===== src/rtl/filter_sequencer.sv =====
// Round-robin sequencer sharing one filter among NCH sample channels, one launch per PERIOD-clock slot.
// Optional FILTER_SEQ_STATS_EN adds saturating overrun/timeout counters.
module filter_sequencer #(
  parameter int DATA_W  = 16,
  parameter int NCH     = 4,
  parameter int PERIOD  = 50,
  parameter int TIMEOUT = 255
) (
  input  logic                    clk,
  input  logic                    reset,
  input  logic [NCH-1:0]          ch_valid,
  input  logic [NCH*DATA_W-1:0]   ch_data,
  output logic [NCH-1:0]          ch_ready,
  output logic [DATA_W-1:0]       flt_in_data,
  output logic                    flt_in_valid,
  input  logic [DATA_W-1:0]       flt_out_data,
  input  logic                    flt_out_valid,
  output logic [DATA_W-1:0]       res_data,
  output logic [$clog2(NCH)-1:0]  res_ch,
  output logic                    res_valid,
  output logic                    busy,
  output logic                    timeout_err
`ifdef FILTER_SEQ_STATS_EN
  ,
  output logic [15:0]             overrun_cnt,
  output logic [15:0]             timeout_cnt
`endif
);
  localparam int CW = $clog2(NCH);
  localparam int PW = $clog2(PERIOD);

  typedef enum logic [1:0] {IDLE, ISSUE, WAIT} state_t;

  state_t              state;
  logic [PW-1:0]       cnt;
  logic                tick;
  logic [CW-1:0]       gnt;
  logic [CW-1:0]       gnt_nxt;
  logic [CW-1:0]       idx;
  logic [7:0]          wcnt;
  logic [DATA_W-1:0]   ch_arr [NCH];

  for (genvar i = 0; i < NCH; i++) begin : g_unpack
    assign ch_arr[i] = ch_data[i*DATA_W +: DATA_W];
  end

  assign tick = (cnt == PW'(PERIOD-1));

  // Scan from the farthest candidate back to the nearest so the first valid after gnt wins.
  always_comb begin
    gnt_nxt = gnt;
    idx     = '0;
    for (int k = NCH; k >= 1; k--) begin
      idx = CW'((int'(gnt) + k) % NCH);
      if (ch_valid[idx]) gnt_nxt = idx;
    end
  end

  always_ff @(posedge clk) begin
    if (reset) begin
      state        <= IDLE;
      cnt          <= '0;
      gnt          <= CW'(NCH-1);
      wcnt         <= '0;
      ch_ready     <= '0;
      flt_in_data  <= '0;
      flt_in_valid <= 1'b0;
      res_data     <= '0;
      res_ch       <= '0;
      res_valid    <= 1'b0;
      busy         <= 1'b0;
      timeout_err  <= 1'b0;
    end else begin
      cnt          <= tick ? '0 : cnt + PW'(1);
      ch_ready     <= '0;
      flt_in_valid <= 1'b0;
      res_valid    <= 1'b0;
      timeout_err  <= 1'b0;
      case (state)
        IDLE: begin
          if (tick && |ch_valid) begin
            gnt   <= gnt_nxt;
            busy  <= 1'b1;
            state <= ISSUE;
          end
        end
        ISSUE: begin
          flt_in_valid <= 1'b1;
          flt_in_data  <= ch_arr[gnt];
          ch_ready     <= NCH'(1) << gnt;
          wcnt         <= '0;
          state        <= WAIT;
        end
        WAIT: begin
          // A result arriving on the timeout cycle still counts as a result.
          if (flt_out_valid) begin
            res_data  <= flt_out_data;
            res_ch    <= gnt;
            res_valid <= 1'b1;
            busy      <= 1'b0;
            state     <= IDLE;
          end else if (wcnt == 8'(TIMEOUT)) begin
            timeout_err <= 1'b1;
            busy        <= 1'b0;
            state       <= IDLE;
          end else begin
            wcnt <= wcnt + 8'd1;
          end
        end
        default: state <= IDLE;
      endcase
    end
  end

`ifdef FILTER_SEQ_STATS_EN
  always_ff @(posedge clk) begin
    if (reset) begin
      overrun_cnt <= '0;
      timeout_cnt <= '0;
    end else begin
      if (tick && busy && |ch_valid && overrun_cnt != 16'hFFFF) overrun_cnt <= overrun_cnt + 16'd1;
      if (timeout_err && timeout_cnt != 16'hFFFF) timeout_cnt <= timeout_cnt + 16'd1;
    end
  end
`endif
endmodule


===== config.mk =====
export PLATFORM = sky130hd
export DESIGN_NAME = filter_sequencer
export DESIGN_NICKNAME = d
export VERILOG_FILES = /design/src/rtl/filter_sequencer.sv
export SDC_FILE = /design/constraint.sdc
export NUM_CORES = 1
export LEC_CHECK = 0
export ABC_AREA = 1
export BUFFER_PORTS_ARGS = -buffer_cell sky130_fd_sc_hd__buf_2
export CAP_MARGIN = 5
export CORE_MARGIN = 2
export CORE_UTILIZATION = 35
export CTS_CLUSTER_SIZE = 10
export DETAILED_ROUTE_END_ITERATION = 10
export SYNTH_ARGS = -nofsm -noshare
export SYNTH_HDL_FRONTEND = slang
export SYNTH_SLANG_ARGS = --single-unit

===== constraint.sdc =====
create_clock -name clk -period 1.5 [get_ports clk]
set_input_delay 0.075 -clock clk [delete_from_list [all_inputs] [get_ports clk]]
set_output_delay 0.075 -clock clk [all_outputs]
set_load 0.005 [all_outputs]

# Word level (Yosys, flattened, before mapping)
# Cells that the tools add are included.
dict set report op_classes {
  n_addsub 6
  n_lt_le_gt_ge 5
  n_eq_ne 8
  n_shift 1
  mux 29
  n_bitwise 3
  reduce_logical 15
}
# cell n
set op_table {}
lappend op_table {{16-bit binary-select mux with 2-bit select} 1}
lappend op_table {{16-bit two-way mux} 2}
lappend op_table {{8-bit two-way mux} 2}
lappend op_table {{8-bit case mux with 2 select lines} 1}
lappend op_table {{2-bit two-way mux} 7}
lappend op_table {{2-bit by 3-bit less-than comparator with 1-bit output (second input constant)} 4}
lappend op_table {{1-bit two-way mux} 10}
lappend op_table {{3-bit AND reduction} 3}
lappend op_table {{8-bit by 1-bit adder with 8-bit output (second input constant)} 1}
lappend op_table {{1-bit binary-select mux with 2-bit select} 4}
lappend op_table {{8-bit equality test (second input constant)} 1}
lappend op_table {{6-bit by 1-bit adder with 6-bit output (second input constant)} 1}
lappend op_table {{6-bit equality test (second input constant)} 1}
lappend op_table {{2-bit inequality test (second input constant)} 3}
lappend op_table {{2-bit case mux with 3 select lines} 1}
lappend op_table {{2-bit OR reduction} 3}
lappend op_table {{2-bit by 1-bit adder with 2-bit output (second input constant)} 2}
lappend op_table {{2-bit adder (second input constant)} 2}
lappend op_table {{2-bit AND reduction} 2}
lappend op_table {{2-bit nonzero test} 2}
lappend op_table {{4-bit nonzero test} 1}
lappend op_table {{4-bit OR reduction} 1}
lappend op_table {{1-bit by 2-bit left shift with 4-bit output (first input constant)} 1}
lappend op_table {{3-bit greater-or-equal comparator (second input constant)} 1}
lappend op_table {{other kinds (9)} 10}
dict set report totals {
  register_bits 60
  inputBits 87
  out_inout_bits 42
  elab_cells 79
}

# Depth between registers and ports, before layout
dict set report depth {
  depth_word 7
  depth_mapped 10
  ltp_nobuf 10
}

# Worst setup path before layout
# Ideal clock, no wire load.
dict set report synth_path {
  kind {register to register}
  start {register wcnt[0]}
  end {register wcnt[3]}
  setup_time_ps 113
  t_arrival_ps 1226
  required_ps 1387
  path_slack_ps 161
  stages_incl_launch_ff 11
  path_buffers 0
  synth_period_minus_slack_ps 1339
  cell_sequence {dfxtp_1 ha_1 nand2_1 nor2_2 nand2_1 nand2_2 nand2_4 nand2_1 nand2_1 nand2_1 nor2_1}
}
dict set report synth_via {
  elab_chain_len 4
  word_cells_on_any_way 7
  cone_classes {add/sub: 1; eq/ne: 2; mux: 3; reduce/logical: 1}
}
# item line
set synth_lines {}
lappend synth_lines {{start: declaration} 40} ;# logic [7:0] wcnt;
lappend synth_lines {{start signal: assignment} 107} ;# wcnt <= wcnt + 8'd1;
lappend synth_lines {{8-bit by 1-bit adder with 8-bit output} 107}
lappend synth_lines {{8-bit two-way mux} 102} ;# end else if (wcnt == 8'(TIMEOUT)) begin
lappend synth_lines {{8-bit two-way mux} 96} ;# if (flt_out_valid) begin
lappend synth_lines {{8-bit case mux with 2 select lines} 79} ;# case (state)
# Several ways; a longest one is shown, not always the timed one. The select of a mux whose other input is x is not followed.
# A chain may end at the register's enable or synchronous reset.

# Final worst setup path
dict set report layout_path {
  start {register gnt[0]}
  end {register flt_in_data[9]}
}
dict set report layout_via {
  elab_chain_len 4
}
# item line
set layout_lines {}
lappend layout_lines {{start: declaration} 37} ;# logic [CW-1:0] gnt;
lappend layout_lines {{start signal: assignment} 63} ;# gnt <= CW'(NCH-1);
lappend layout_lines {{start signal: assignment} 82} ;# gnt <= gnt_nxt;
lappend layout_lines {{2-bit inverter with 3-bit output (implied by the code)} 89} ;# flt_in_data <= ch_arr[gnt];
lappend layout_lines {{16-bit binary-select mux with 2-bit select} 89}
lappend layout_lines {{16-bit two-way mux (implied by the code) (2 in series)} 89}
lappend layout_lines {{end signal: assignment} 89}
lappend layout_lines {{end: declaration} 14} ;# output logic [DATA_W-1:0] flt_in_data,
# No other way between the ends. The select of a mux whose other input is x is not followed.

==> metrics.yaml <==
run_status:
  status: "complete, no violations"
cells_and_area:
  seq_area_sq_mm: 0.00120
  nNetsFinal: 603
  syn2layout_area_growth_pct: 34.9
  diodes: 0
  nFillCells: 785
  multi_input_area_sq_mm: 0.00139
  layout-drive-gt1-share: 0.353
clocking:
  clk_latency_ps: 330
  numClockSinks: 60
  cts_inserted_buffers: 9
  cts_tree: "yes"
  clk_path_buf_depth: 2
  root_buffer: "clkbuf_8"
  clkTransAtPathRegs_ps: 60
  h-tree-depth: 3
power_and_ir_drop:
  design_power_total_mw: 3.06
  power_density_mw_per_mm2: 814
  worst_ir_drop_vdd_mv: 0.529
  p_leak_nw: 1.77
floorplan:
  dieArea_sq_mm: 0.00870
  design.core.area_sq_mm: 0.00773
  die_w_um: 93.3
  start_util: 0.361
  num_io_pins: 129
  rows: 32
  die_h_um: 93.3
grt:
  grt_max_degree: 20
  grt_pass1_vias: 2963
  grt_util_met2: 0.309
  grt_pass1_wl_mm: 13.3
  global_route.peak_usage_layer: "met2"
  grt_usage: 0.191
  antenna_found_initial: 0
  grtUsageMet1: 0.243
  grt_overflow: 0
  met3_usage: 0.0467
drt:
  wire_per_inst_um: 13.1
  vias_per_cell: 4.97
  postRouteAntennaNets: 0
  drtIter0Drc: 185
  drcViolationCount: 0
  wl_mm: 8.11
  first_pass_iters: 4
  num_vias: 3068
synthesis:
  synthTopCellsByArea: "dfxtp_1, nand3_1, nand2_1"
  synthesis.nets: 467
  synth.most_common_cell: "nand2_1"
  ys_types: 29
  synth_ff_type: "dfxtp_1"
  ys_warn_count: 0
  synth-seq-cells: 60
  syn_inst: 377
  syn_avg_cell_area_sq_um: 7.40
  yosysTopAreaCell: "dfxtp_1"
  synth_edf_count: 0
  synth_area_sq_mm: 0.00279
  async_flop_share: 0
  ys_seq_area_frac: 0.431
  yosys.area.top_type_share: 0.431
  synth_common_cells: "nand2_1, nand3_1, dfxtp_1, a21oi_1, nor2_1"
critical_path:
  cp.required_ps: 1720
  path_class: "reg2reg"
  cpMostUsedCell: "buf_4"
  path_buf_inv: 3
  crit_family: "buffers and inverters"
  arrival_ps: 1600
  cp.depth: 6
  worstReg2RegEnd: "flt_in_data[9]"
  crit_path_start_kind: "flop"
  rrSetupSlack_ps: 120
  cp_max_fo: 16
  slowest_stage: "dfxtp_1"
  crit_path_end_kind: "flop"
  r2r_start: "gnt[0]"
  ff2ff_path_depth: 6
  critPathMaxStageDelay_ps: 350
  crit_chain: "buf_4 -> inv_4 -> buf_4 -> nand3_1 -> nand4_1 -> a22o_1"
worst_hold_path:
  hold_end: "res_data[12]"
  worstHoldStart: "flt_out_data[12]"
  holdPathStages: 3
  hold_class: "in2reg"
timing:
  max_freq_mhz: 725
  finalHoldViolCount: 0
  rsz0062_at_grt: "no"
  skew_ps: 3.46
  worst_slew_pin_slew_ps: 362
  relSlewSlack: 0.758
  slew_violations: 0
  period_share: 0.920
  finalSetupTns_ps: 0
  min_period_ps: 1380
  setup_viol: 0
placement:
  port_buffers: 128
  gp_congestion: 0.810
  hpwl_mm: 6.15
job:
  maxCapViolCount: 0
## layout make-up
| cell class | count | area share |
|---|---|---|
| clock inverters | 2 | 0.00333 |
| well taps | 102 | 0.0339 |
| clock buffers | 11 | 0.0402 |
| flip-flops and latches | 60 | 0.320 |
| multi-input cells | 272 | 0.369 |
| inverters | 23 | 0.0236 |
| repair buffers | 147 | 0.210 |
## cells in the final DEF (no fill, tap or decap)
master,count
a22o_1,14
nand3_1,66
clkinv_2,1
nand2_2,6
ha_1,2
xnor2_1,1
nor2_4,4
dfxtp_2,3
dlygate4sd3_1,2
a31oi_1,2
o21ai_1,2
nor2_2,2
ha_2,1
clkbuf_8,11
nor2_1,24
inv_4,1
inv_2,4
buf_4,17
inv_1,18
a21oi_1,31
nor3_1,6
nand2_1,83
nand4_1,16
dfxtp_1,57
o211ai_1,2
buf_2,128
o21ai_0,5
nor4_1,1
a21oi_2,2
nand2_4,1
clkinvlp_4,1
nand3b_1,1
## where the power goes
group          switching (mW)  leakage, nW  internal [mW]
registers             0.00549        0.484           1.60
clock network           0.575       0.0831          0.658
logic                   0.109         1.20          0.115
total                   0.690         1.77           2.37
## state kept, by name (all words and copies together), names as in the netlist
register and cells:
cnt 6, res_data 16, state 2, res_valid 1
res_ch 2, gnt 2, ch_ready 4, flt_in_data 16
wcnt 8, timeout_err 1, busy 1, flt_in_valid 1
## repair_timing
action,CTS,global route
hold buffers,2,0
endpoints found under the setup margin,0,10
endpoints found under the hold margin,2,0
resized for setup,0,9
buffers inserted,0,1
## worst max-delay path by stage
stage                      end  slack, ps  startpoint
4_1_cts                wcnt[3]         60     wcnt[0]
2_1_floorplan          wcnt[3]        160     wcnt[0]
3_3_place_gp   flt_in_data[10]         70      gnt[0]
3_5_place_dp           wcnt[3]         60     wcnt[0]
6_report        flt_in_data[9]        120      gnt[0]
5_1_grt                 gnt[1]         10      gnt[0]
## cell families after synthesis
group,share of synthesized area
adders and majority gates,0.0135
xor gates and xnor gates,0.00314
buffers and inverters,0.0785
DFF,0.431
AOI/OAI and AO/OA,0.126
and+or+nand+nor,0.349
## routing by layer
metal / vias up / share of wire
met5: - / 0
met4: 0 / 0.022
met3: 15 / 0.074
met2: 109 / 0.45
met1: 1393 / 0.45
li1: 1551 / -
## worst reg2reg max path, stage by stage, from the launching register on
cell     delay [ps]
dfxtp_1         350
buf_4           220
inv_4           120
buf_4           180
nand3_1          80
nand4_1         110
a22o_1          190
## per-stage QoR
| stage | instance area, sq um | hold slack, ps | cells | util | setup WS [ps] |
|---|---|---|---|---|---|
| floorplan | 2790 | 239 | 377 | - | 161 |
| global route | 3760 | 7.93 | 617 | 0.487 | 13.0 |
| finish | 3760 | 14.5 | 617 | 0.487 | 120 |
| CTS | 3730 | 0.888 | 616 | 0.483 | 55.5 |
| detailed placement | 3550 | 347 | 601 | 0.459 | 58.7 |
| global placement | 3550 | 343 | 601 | 0.459 | 72.9 |
No activity file was read; power rests on OpenSTA's default activity.
